==> config.mk <==
export PLATFORM = sky130hd
export DESIGN_NAME = dma_word_unpacker
export DESIGN_NICKNAME = d
export VERILOG_FILES = /design/src/rtl/frame_buffer_pkg.sv /design/src/rtl/dma_byte_swap.sv /design/src/rtl/dma_word_unpacker.sv
export SDC_FILE = /design/constraint.sdc
export NUM_CORES = 1
export LEC_CHECK = 0
export BUFFER_PORTS_ARGS = -buffer_cell sky130_fd_sc_hd__clkbuf_2
export CORE_ASPECT_RATIO = 0.75
export CORE_MARGIN = 8
export CORE_UTILIZATION = 29
export DETAILED_ROUTE_END_ITERATION = 6
export SKIP_LAST_GASP = 1
export SYNTH_ARGS = -nofsm -noshare
export SYNTH_HDL_FRONTEND = slang
export SYNTH_HIERARCHICAL = 1
export SYNTH_SLANG_ARGS = --single-unit
==> constraint.sdc <==
create_clock -name sys_clk -period 2.9 [get_ports sys_clk]
set_clock_uncertainty 0.15 [all_clocks]
set_input_delay 0.87 -clock sys_clk [delete_from_list [all_inputs] [get_ports sys_clk]]
set_output_delay 0.87 -clock sys_clk [all_outputs]
set_load 0.05 [all_outputs]
==> src/rtl/frame_buffer_pkg.sv <==
// Shared definitions for the frame buffer read path: unpacker state encoding
// and the residue-register width derivation.
package frame_buffer_pkg;

   typedef enum logic {
      ST_IDLE = 1'b0,
      ST_RUN  = 1'b1
   } unpack_state_t;

   // Worst case residue: PIX_W-8 leftover bits plus one freshly appended word.
   function automatic int acc_width(input int bus_w, input int pix_w);
      return bus_w + pix_w - 8;
   endfunction

endpackage

==> src/rtl/dma_byte_swap.sv <==
// Combinational byte reverser for one pixel; passes the pixel through
// unchanged when swap_en is low.
module dma_byte_swap #(
   parameter int PIX_W = 24
) (
   input  logic             swap_en,
   input  logic [PIX_W-1:0] pix,
   output logic [PIX_W-1:0] pix_swapped
);

   localparam int NB = PIX_W / 8;

   logic [PIX_W-1:0] rev;

   for (genvar gi = 0; gi < NB; gi++) begin : g_rev
      assign rev[8*gi +: 8] = pix[8*(NB-1-gi) +: 8];
   end

   assign pix_swapped = swap_en ? rev : pix;

endmodule

==> src/rtl/dma_word_unpacker.sv <==
// Unpacks BUS_W-bit DDR read words into PIX_W-bit pixels with per-line
// pixel counting, last-pixel marking and residue discard at end of line.
module dma_word_unpacker
   import frame_buffer_pkg::*;
#(
   parameter int BUS_W = 32,
   parameter int PIX_W = 24,
   parameter int CNT_W = 16
) (
   input  logic             sys_clk,
   input  logic             rst,
   input  logic             sol,
   input  logic [CNT_W-1:0] line_pix,
   input  logic             swap_en,
   input  logic             in_valid,
   output logic             in_ready,
   input  logic [BUS_W-1:0] in_data,
   output logic             out_valid,
   input  logic             out_ready,
   output logic [PIX_W-1:0] out_data,
   output logic             out_last,
   output logic             busy
);

   localparam int ACC_W = acc_width(BUS_W, PIX_W);
   localparam int LVL_W = $clog2(ACC_W + 1);
   localparam logic [LVL_W-1:0] PIX_LVL = LVL_W'(PIX_W);
   localparam logic [LVL_W-1:0] BUS_LVL = LVL_W'(BUS_W);

   unpack_state_t    state;
   logic [ACC_W-1:0] acc;
   logic [LVL_W-1:0] lvl;
   logic [CNT_W-1:0] cnt;
   logic             swap_q;

   logic             run;
   logic             last_pix;
   logic             out_fire;
   logic             in_fire;
   logic [LVL_W-1:0] lvl_pop;
   logic [LVL_W-1:0] lvl_app;
   logic [ACC_W-1:0] acc_pop;
   logic [ACC_W-1:0] acc_app;

   // Handshakes: a transfer happens in a cycle where valid && ready; valid never
   // depends on ready. in_ready depends on out_ready so a pop frees room for a
   // word in the same cycle. A sol cycle blocks both sides so nothing from the
   // aborted line is transferred.
   assign run       = (state == ST_RUN);
   assign last_pix  = (cnt == CNT_W'(1));
   assign out_valid = run && !sol && (lvl >= PIX_LVL);
   assign out_fire  = out_valid && out_ready;
   assign out_last  = run && last_pix;

   assign lvl_pop   = out_fire ? (lvl - PIX_LVL) : lvl;
   assign acc_pop   = out_fire ? (acc >> PIX_W) : acc;

   // No word is taken on the final pop: its bytes would belong to the next line.
   assign in_ready  = run && !sol && (lvl_pop < PIX_LVL) && !(out_fire && last_pix);
   assign in_fire   = in_valid && in_ready;

   assign acc_app   = acc_pop | (ACC_W'(in_data) << lvl_pop);
   assign lvl_app   = lvl_pop + BUS_LVL;

   dma_byte_swap #(
      .PIX_W (PIX_W)
   ) u_swap (
      .swap_en     (swap_q),
      .pix         (acc[PIX_W-1:0]),
      .pix_swapped (out_data)
   );

   always_ff @(posedge sys_clk or posedge rst) begin
      if (rst) begin
         state  <= ST_IDLE;
         busy   <= 1'b0;
         acc    <= '0;
         lvl    <= '0;
         cnt    <= '0;
         swap_q <= 1'b0;
      end else if (sol) begin
         swap_q <= swap_en;
         cnt    <= line_pix;
         acc    <= '0;
         lvl    <= '0;
         if (line_pix != '0) begin
            state <= ST_RUN;
            busy  <= 1'b1;
         end else begin
            state <= ST_IDLE;
            busy  <= 1'b0;
         end
      end else if (run) begin
         if (out_fire && last_pix) begin
            state <= ST_IDLE;
            busy  <= 1'b0;
            acc   <= '0;
            lvl   <= '0;
            cnt   <= '0;
         end else begin
            if (out_fire) begin
               cnt <= cnt - CNT_W'(1);
            end
            acc <= in_fire ? acc_app : acc_pop;
            lvl <= in_fire ? lvl_app : lvl_pop;
         end
      end
   end

endmodule

==> out/results.txt, run 1 <==
The mapped netlist covers 4481 um2. The path class of the lowest-slack min-delay path was register to register. The clock buffer count from CTS is 9. The main flop type after synthesis was dfrtp_1.

The fraction of final layout cells with drive strength greater than 1 is 32.22%. The critical path starts at cnt[1]. The share of power burned in the clock network came out at 38.3%. The HPWL after detailed placement came out at 11300 um. STA classifies the critical path startpoint as a register. For the number of clock sinks, the log shows 70. Synthesis produced a netlist with a net count of 537. For the number of maximum-capacitance violations, the log shows 0. Combinational logic is responsible for 24.5% of the overall power.

Routability-driven placement finished with a final weighted congestion of 0.8539. The final worst-path cycle share works out to 106.8%. Setup violations remaining at the end of the flow were counted as 2.

Using the TritonRoute via totals, the vias-per-cell ratio works out to 5.590. The power after layout was 2.987 mW. The most common cell after layout, fill and taps aside was clkbuf_2.

The worst hold path terminates at acc[35]. The tools report the final worst setup slack as -0.1979 ns. In this run the power density over the cells is 529.9 nW/um2. Across all layers, the routed design uses 4338 vias. The run gives 0 as the remaining global-route overflow. The logs give 0 for the count of antenna diodes in the layout and 2.08 ns for the arrival time of the worst setup path. Proportion of synthesized flip-flops having asynchronous set or reset: 100.0%.

The run gives 19720 um2 as the die area. The endpoint identified for the worst register-to-register timing path is acc[22]. The worst hold path passes through 2 cells. The post-synthesis sequential area ratio came out at 39.10%. After synthesis the netlist holds a flip-flop and latch count of 70. The final reports fail on setup timing. The clock tree synthesis step divided the H-tree into 3 levels.

After detailed routing, the total wire length is 15410 um. The net switching power figure was 978.9 uW; the total core area was 15180 um2. The run finished, with violations left. The initial antenna violation count was 0. The startpoint identified for the worst register-to-register timing path is cnt[1].

Subtracting the final worst setup slack from the clock period gives 3.098 ns. Net switching share of the total power: 32.77%. The number of warnings issued by yosys is 6. Summed over all cells, the static leakage comes to 2.555 nW. The clock tree buffer depth is 2, and the final routed wire length divided by cell count is 19.85 um. In this run the core area contains 39 standard-cell rows. The worst pin sits at a relative slew slack of 25.07%. Synthesis-to-layout area growth: 25.83%. For the worst setup path, the data required time is 1.88 ns. In this run, flip-flops and latches consume 37.2% of the power.

The number of routed nets with antenna violations is 0. The first TritonRoute pass finished after 6 iterations. The critical setup path kind was register to output pin. For the pin with the worst max-slew slack, the measured transition is 1.112 ns. In the layout the commonest cells are 78 x clkbuf_2, 70 x dfrtp_1, 53 x nand2_1, 38 x buf_4, 37 x o21ai_0.

Derived from the worst setup path, the maximum achievable clock frequency is 322.8 MHz. The clock transition time at the flip-flop clock pins of the worst setup and hold paths works out to 0.06 ns. For the via count of the first global-routing pass, the log shows 4367. Measured along the y axis, the die boundary spans 123.6 um. The count of buffers added on input and output ports is 81. A synthesized cell averages 9.334 um2.

Synthesis produced a netlist whose cell count is 480. The total of fill cells in the finished design is 1549. The detailed router finished its first iteration with 376 violations.

The tools report the launch instance of the worst min-delay path as acc[35]. The x dimension of the die came out at 159.5 um. Clock latency on the worst-skew pair, taken at its later pin, is 0.34 ns. The register-to-register setup slack came out at 0.10 ns. The internal power of the cells totals 2.008 mW.

For the post-route DRC violation count, the log shows 0. Global routing consumed, over all layers together, 15.39% of the routing resources. For this configuration, the core starts out at a cell density of 29.52%. STA classifies the critical path endpoint as an output pin. The maximum ir drop on the vdd rail is 0.2748 mV, and the register area is 1752 um2. The total I/O pin count was 82. Setup repair after global routing could not meet its margin everywhere. The global-route wire length before repair is 24130 um. The pin count of the biggest net entering global routing was 46; the number of nets in the final layout was 623. The cell sitting at the root of the clock tree is a clkbuf_16.

The run gives 0.3355 ns as the worst hold slack. Post-synthesis cell type count: 62. The final hold violation count was 0; the number of slew-limit violations in the final report was 0. The multi-input combinational cells in the finished layout cover a total of 2500 um2. TritonCTS built the clock tree. The number of cells on the worst reg-to-reg path is 11. Yosys mapped a number of flops with a built-in enable equal to 0.

In this run the worst path has a maximum fanout of 3.
## synth_stat cells (4+ instances only)
library cell	number	area share (%)
a32oi_1	21	4.1
dfrtp_1	70	39
a22oi_1	8	1.3
mux2_4	10	3.4
buf_2	10	1.1
o21ai_1	16	1.8
a222oi_1	4	0.89
o22ai_1	8	1.1
mux2_2	15	3.8
nor3_1	5	0.56
a22o_1	10	2.0
buf_1	7	0.59
o31ai_1	4	0.67
o21ai_0	38	4.2
nand2_1	54	4.5
inv_1	7	0.59
nand3_1	12	1.3
nand4_1	6	0.84
mux2i_1	18	4.0
nor4_1	6	0.84
nor2b_1	6	0.84
xnor2_1	4	0.78
a221oi_1	6	1.2
or3_1	6	0.84
a2bb2oi_1	6	1.2
clkbuf_1	17	1.4
a31oi_1	11	1.5
a21oi_1	15	1.7
buf_4	10	1.7
nor2_1	25	2.1
## state kept, by name, indices dropped and copies added (netlist names)
register,flops
swap_q,1
busy,1
cnt,16
lvl,3
acc,48
run,1
## critical path, cell delays in order, from the launching register on
cell and delay [ns]:
dfrtp_1 0.38, inv_2 0.09, ha_4 0.12, or4b_4 0.47
nor3_4 0.26, nand3_2 0.12, nand2_2 0.11, nor2_4 0.04
buf_12 0.15
## repair_timing
action	CTS	global route
endpoints found under the setup margin	2	2
buffers inserted	3	1
hold buffers	0	0
pin swaps	2	2
resized for setup	1	2
## routing by layer
metal / up-vias / GRT usage, % / part of all wire [%]
met3: 25 / 4.855 / 8.7
met2: 169 / 24.39 / 46
met5: - / 0 / 0
met1: 2150 / 19.76 / 44
met4: 0 / 5.170 / 2.0
li1: 1994 / - / -
## cell type report
type                            instances  area share [%]
Tap cell                              205           4.549
Clock inverter                          6           1.221
Sequential cell                        70           31.07
Multi-Input combinational cell        356           44.34
Inverter                                7          0.4660
Timing Repair Buffer                  122           14.11
Clock buffer                           10           4.239
## through the flow
| step | instance area [um2] | utilization, % | std cells | worst slack, ns | TNS [ns] |
|---|---|---|---|---|---|
| floorplan | 4503 | - | 480 | 0.02442 | 0 |
| detailed placement | 5288 | 34.84 | 756 | 0.03213 | 0 |
| finish | 5638 | 37.15 | 776 | -0.1979 | -0.3567 |
| global route | 5638 | 37.15 | 776 | -0.2829 | -0.5093 |
| CTS | 5618 | 37.02 | 775 | -0.1834 | -0.3354 |
| global placement | 5288 | 34.84 | 756 | 0.07684 | 0 |
## worst max-delay path by stage
stage | end | cells after the start
after global placement | in_ready | 6
after floorplan | in_ready | 5
after detailed placement | in_ready | 6
final | in_ready | 8
after CTS | in_ready | 8
after global routing | in_ready | 8
## power by group through the flow
stage / clock network (mW) / logic [mW] / registers (mW)
after floorplan: 0 / 0.502 / 1.11
after global placement: 0 / 0.709 / 1.12
after detailed placement: 0 / 0.718 / 1.13
after CTS: 1.17 / 0.727 / 1.11
after global routing: 1.22 / 0.784 / 1.12
final: 1.15 / 0.731 / 1.11
## logic make-up (layout without fill, tap and decap cells)
logic type,after synthesis,in the layout,share of synthesized area [%]
compound gates,167,167,25.44
simple gates,139,139,16.36
flops,70,70,39.10
buf+inv,54,145,6.339
mux,43,43,11.14
xor+xnor,4,4,0.7818
fa+ha+maj,3,3,0.8378
(Power assumes the default switching activity.)
==> inputs of run 2 (changes only) <==
==> constraint.sdc (replaced) <==
create_clock -name sys_clk -period 3 [get_ports sys_clk]
set_clock_uncertainty 0.15 [all_clocks]
set_input_delay 0.9 -clock sys_clk [delete_from_list [all_inputs] [get_ports sys_clk]]
set_output_delay 0.9 -clock sys_clk [all_outputs]
set_load 0.05 [all_outputs]
==> run 2 against run 1 <==
- the run still ends with setup timing left
- sequential power fell by 4%
- design area rose by 1.6%
- clock-buffer cell count did not move
- utilization rose by 0.59 points
- critical path depth did not move
- die area did not move
- largest power group unchanged
- highest routed layer unchanged
==> out/results.txt, run 2 (synthesized netlist as in run 1, its figures left out) <==
The run finished, with violations left. The checks that failed: setup timing. Routed signal wires occupy layers up through met4.

Total iterations of the first detailed-routing run: 5. The run gives 15.36% as the total global routing track utilization. The top cell family by delay on the critical path is simple AND/OR/NAND/NOR gates.

The detailed-route wire length was 15240 um. TritonCTS built the clock tree. The net switching share of the total power was 31.40%. The critical setup path kind was register to output pin.

The most common cell after layout, fill and taps aside is clkbuf_2. The routability-driven placement congestion ratio came out at 0.8838. Setup repair after global routing could not meet its margin everywhere. The worst setup path is launched from a register. Buffers plus inverters on the worst setup path: 2.

Dividing total power by cell area gives a power density of 518.1 nW/um2. Once layout is complete, the utilization of the core stands at 37.74%. The top cell types in the final layout, fill and taps aside, are 78 x clkbuf_2, 70 x dfrtp_1, 53 x nand2_1, 50 x buf_4, 37 x o21ai_0.

The run gives 1.95 ns as the data required time at the worst endpoint. The worst setup path is captured at an output pin. Per report_power, the combinational group accounts for 24.8% of the total. The routed length on met3 is 971 um.

The area of placed instances was 5346 um2. The quantity of I/O buffers inserted on ports is 81. The run gives 0.15 ns as the register-to-register setup slack. Counting every sink on the clock net gives 70. The run gives 0 as the count of antenna diodes in the layout.

The number of stages on the worst hold path is 2, and the initial antenna violation count is 0. The quantity of hold-fixing buffers added after cts is 0. For this configuration, the core starts out at a cell density of 29.52%. The region available for standard cell placement spans 15180 um2. Headroom to the max-slew limit came out at 58.26%. The critical-path cell with the highest stage delay is or4b_4. The first global-routing pass estimated 24450 um of wire. At the end of the flow, the number of nets in the layout was 634. The total I/O pin count was 82; the final worst setup slack was -0.1701 ns.

The post-route DRC violation count came out at 0. In this run, the clock network consumes 39.2% of the power. The tools report the row count as 39.

More flip-flops sit in one register than any other, and that register is acc. The tools report the total of fill cells in the finished design as 1510. The synthesis-to-layout area growth was 27.84%. The met2 wire length came out at 6674 um. Counting along the longest clock path gives a buffer depth of 2. The count of H-tree levels built during CTS is 3. The pin count of the biggest net entering global routing is 53. The via count is 4376, and the via count of the first global-routing pass is 4359. After detailed routing, the average wire length per cell comes to 19.36 um. The time the final worst path needs with I/O delays and setup came out at 3.170 ns. The cell internal power dissipation is 2.036 mW, and the number of slew-limit violations in the final report is 0. Of all nets on the critical path, the largest fanout is 4.

Setup violations remaining at the end of the flow were counted as 2. IR analysis of the VDD net gives a maximum drop of 0.2415 mV. The die area is 19720 um2, and the x dimension of the die is 159.5 um. At the later pin of the worst-skew pair, clock insertion delay measures 0.33 ns.

Number of routed nets with antenna violations: 0. The detail-routed via count per cell is 5.560, and the final hold violation count is 0. Walking the worst path, the cells encountered are inv_2, ha_4, or4b_4, nor3_4, nand3_2, nand2_2, nor2_4, buf_12. The longest individual stage delay on the worst path was 0.47 ns. In this run the clock root is driven by a clkbuf_16. Registers are responsible for 36.0% of the overall power.

TritonCTS created 9 clock buffers. The met1 wire length is 7435 um, and the y dimension of the die is 123.6 um. For the number of maximum-capacitance violations, the log shows 0. The leakage power total came out at 2.610 nW. The flip-flop count of the largest register, all copies and words added was 48; the depth of the most critical reg-to-reg path was 11. The remaining global-route overflow is 0. The final worst-path cycle share is 105.7%, and the net switching power figure is 931.7 uW.

In this run the number of cells on the critical path is 8. In the final layout, the registers with the most flip-flops are acc x48, cnt x16, lvl x3. The tightest min-delay check is of the register to register type.

The post-route netlist has 33.51% of its cells at a drive strength greater than 1. Worst-margin pin slew: 0.6204 ns. After routing the design area is 5728 um2. The HPWL after detailed placement is 11220 um, and the clock transition time at the flip-flop clock pins of the worst setup and hold paths is 0.06 ns.

Worst hold slack: 0.3322 ns. STA puts the critical path data arrival time at 2.12 ns. Derived from the worst setup path, the maximum achievable clock frequency is 315.4 MHz. The run gives 487 as the first-iteration detailed-routing DRC count.
[run 2: cell count changes in the layout (fill, tap and decap cells not counted), sizes merged]
cell,before,now
clkinvlp,1,2
buf,44,55
bufinv,1,2
inv,9,7
[run 2: power by group through the flow]
stage | clock network (mW) | logic, mW | registers, mW
after floorplan | 0 | 0.485 | 1.07
after global placement | 0 | 0.720 | 1.08
after detailed placement | 0 | 0.723 | 1.08
after CTS | 1.19 | 0.731 | 1.07
after global routing | 1.23 | 0.791 | 1.08
final | 1.16 | 0.736 | 1.07
[run 2: what timing repair did]
| action | CTS | global route |
|---|---|---|
| resized for setup | 2 | 3 |
| pin swaps | 3 | 2 |
| buffers inserted | 3 | 2 |
| endpoints found under the setup margin | 2 | 2 |
[run 2: metrics by stage]
| stage | total power [mW] | setup TNS, ns | cells | worst slack (ns) |
|---|---|---|---|---|
| finish | 2.967 | -0.3177 | 787 | -0.1701 |
| global route | 3.098 | -0.4492 | 787 | -0.2402 |
| CTS | 2.990 | -0.2832 | 785 | -0.1530 |
| detailed placement | 1.806 | 0 | 766 | 0.06724 |
| global placement | 1.800 | 0 | 766 | 0.05177 |
| floorplan | 1.557 | 0 | 480 | 0.02433 |
[run 2: worst paths after layout]
path / start / to
setup / recovery: cnt[1] / in_ready
min in group asynchronous: rst / cnt[2]
setup reg to reg: cnt[1] / acc[20]
hold reg to reg: acc[42] / acc[42]
max in group asynchronous: rst / lvl[5]
hold / removal: acc[42] / acc[42]
[run 2: worst min-delay path: stages, from the launching register on]
cell and delay [ns]:
dfrtp_1 0.34, nand2_1 0.05, o21ai_0 0.06
[run 2: layer usage]
layer | track usage (%) | vias up
met5 | 0 | -
met4 | 4.054 | 0
met3 | 3.369 | 14
met2 | 22.99 | 169
met1 | 22.03 | 2166
li1 | - | 2027
[run 2: area by class of cell]
class                           instances  area (um2)  share of cell area (%)
Tap cell                              205       256.5                   4.478
Clock inverter                          6       85.08                   1.485
Timing Repair Buffer                  133       865.8                   15.12
Inverter                                7       26.28                  0.4587
Sequential cell                        70        1752                   30.58
Clock buffer                           10       239.0                   4.172
Multi-Input combinational cell        356        2504                   43.71
==> inputs of run 3 (changes only) <==
==> constraint.sdc (replaced) <==
create_clock -name sys_clk -period 3.3 [get_ports sys_clk]
set_clock_uncertainty 0.15 [all_clocks]
set_input_delay 0.99 -clock sys_clk [delete_from_list [all_inputs] [get_ports sys_clk]]
set_output_delay 0.99 -clock sys_clk [all_outputs]
set_load 0.05 [all_outputs]
==> run 3 against run 2 <==
- global-route usage about the same
- non-clock buffer count fell by 22
- worst setup slack improved by 0.25 ns
- critical endpoint unchanged
- die area did not move
- sequential power fell by 9%
- largest cell class unchanged
- the flow now finishes without violations
- clock-buffer cell count fell by 1
- largest power group unchanged
==> out/results.txt, run 3 (synthesized netlist as in run 1, its figures left out) <==
The flip-flop count of the largest register, all copies and words added works out to 48. The startpoint identified for the worst hold timing path is acc[45]. Max-cap violations in this run came to 0.

The worst-margin pin slew is 0.9627 ns. Kind of start point of the critical path: a register. Most common cell after layout, fill and taps aside: clkbuf_2. The global-route wire length before repair is 24100 um. Root buffer cell: clkbuf_16. The core region is 15180 um2. The maximum ir drop on the vdd rail is 0.2551 mV. The tools report the quantity of hold-fixing buffers added after cts as 0. Of all nets on the critical path, the largest fanout is 4. The final hold violation count came out at 0. In the layout the commonest cells are 78 x clkbuf_2, 69 x dfrtp_1, 53 x nand2_1, 38 x o21ai_0, 29 x buf_4.

The detail-routed via count per cell works out to 5.759. CTS built an H-tree with a depth of 3. STA puts the critical path data required time at 2.16 ns.

After detailed routing, the total wire length is 15100 um. The clock tree buffer depth came out at 2. The die covers 19720 um2.

After detailed routing, the average wire length per cell comes to 19.74 um. The tools report the startpoint of the most critical register-to-register path as cnt[1]. The floorplan has 39 rows.

The pin count of the biggest net entering global routing is 71, and the time the final worst path needs with I/O delays and setup is 3.220 ns. Counting the buffers created by CTS gives 9. Setup repair after global routing could not meet its margin everywhere.

TritonCTS built the clock tree. First-iteration detailed-routing DRC count: 535. The largest registers in the layout are acc x48, cnt x16, lvl x3. Detailed routing inserted a total of 4406 vias.

The worst register-to-register path has a depth of 9. Fmax: 310.6 MHz. Before antenna repair, the detailed router went through 6 iterations. The flow ran to the end, and the final reports show no timing, DRC or antenna violations.

The tools report the relative slew slack as 35.14%. Critical setup path kind: register to output pin. Compared with the post-synthesis result, the final layout area differs by 24.10%. Summed over all nets, the half-perimeter wirelength after detailed placement is 10910 um. Source of the critical timing path: cnt[1]. The final layout contains 612 nets. Global routing finished with a remaining overflow of 0. The run gives 2.736 mW as the power after layout.

For the area of placed instances, the log shows 5171 um2. The total of fill cells in the finished design is 1534, and the post-layout instance area is 5560 um2. The number of slew-limit violations in the final report was 0; the post-route DRC violation count was 0.

Of the available clock period, the critical path in the final layout requires 97.56%. For the routability-driven placement congestion ratio, the log shows 0.8544. Once the floorplan was initialized, standard cells occupied 29.52% of the core.

The leakage power total was 2.507 nW. Across every metal layer, demand over resource in global routing totals 15.33%. Clock tree synthesis found a total of 70 sinks. In this run the tool buffered the top-level ports with 81 buffer cells. The clock transition time at the flip-flop clock pins of the worst setup and hold paths is 0.06 ns. The post-route netlist has 30.71% of its cells at a drive strength greater than 1.

Setup violations remaining at the end of the flow were counted as 0. The number of stages on the worst hold path is 2. The via count of the first global-routing pass is 4345, and the number of routed nets with antenna violations is 0.

The die is 123.6 um tall. At the later pin of the worst-skew pair, clock insertion delay measures 0.34 ns. The initial antenna violation count was 0.

Total I/O pin count: 82. The cell area power density was 492.1 nW/um2. In this run the worst hold path is classified as register to register. Counting flops per register, the top entry is acc. The floorplan step set the die width to 159.5 um. STA classifies the critical path endpoint as an output pin. Across all hold checks on the routed design, the worst slack comes to 0.3420 ns. The tools report the core occupancy in the finished layout as 36.64%. The run gives 2.08 ns as the arrival time of the worst setup path. The total negative slack for setup checks is 0 ns. 0 antenna diodes ended up in the layout.
[run 3: cell types whose count changed in the layout (fill, tap and decap cells not counted), sizes merged]
cell | previous run | this run
clkbuf | 88 | 87
bufinv | 2 | 3
buf | 55 | 33
[run 3: critical path, cell delays in order (launching register included)]
cell	delay, ns
dfrtp_1	0.41
inv_2	0.09
ha_4	0.11
or4b_4	0.46
nor3_4	0.24
nand3_2	0.14
nand2_4	0.10
nor2_4	0.04
buf_8	0.15
[run 3: report_power, final]
group,switching (mW),internal (mW),total (mW)
Sequential,0.0548,0.919,0.974
Combinational,0.403,0.224,0.627
Clock,0.395,0.741,1.14
[run 3: routing by layer]
layer  part of all wire (%)  wire, um  global-route usage [%]
met1                     47      7069                   21.44
met2                     44      6659                   23.09
met5                      0         0                       0
met3                    7.7      1164                   3.996
met4                    1.4       206                   4.230
[run 3: path summary, 6_finish.rpt]
| kind | slack [ns] | end |
|---|---|---|
| hold reg to reg | 0.34 | acc[45] |
| setup reg to reg | 0.59 | acc[21] |
| hold / removal | 0.34 | acc[45] |
| setup / recovery | 0.08 | in_ready |
| max in group asynchronous | 2.08 | cnt[0] |
| min in group asynchronous | 0.56 | busy |
[run 3: layout make-up]
| type | instances | area (um2) | area share, % |
|---|---|---|---|
| Multi-Input combinational cell | 356 | 2494 | 44.85 |
| Clock inverter | 7 | 122.6 | 2.205 |
| Sequential cell | 70 | 1753 | 31.53 |
| Tap cell | 205 | 256.5 | 4.613 |
| Clock buffer | 9 | 225.2 | 4.050 |
| Inverter | 7 | 26.28 | 0.4725 |
| Timing Repair Buffer | 111 | 683.2 | 12.29 |
[run 3: per-stage QoR]
stage / setup slack [ns] / instances
detailed placement: 0.03518 / 748
global route: -0.05012 / 765
finish: 0.08048 / 765
CTS: 0.004226 / 764
global placement: 0.05579 / 748
floorplan: 0.03875 / 480
[run 3: what timing repair did]
item / CTS / global route
pin swaps: 1 / 4
buffers inserted: 0 / 1
endpoints found under the setup margin: 2 / 2
gates resized for setup: 2 / 11
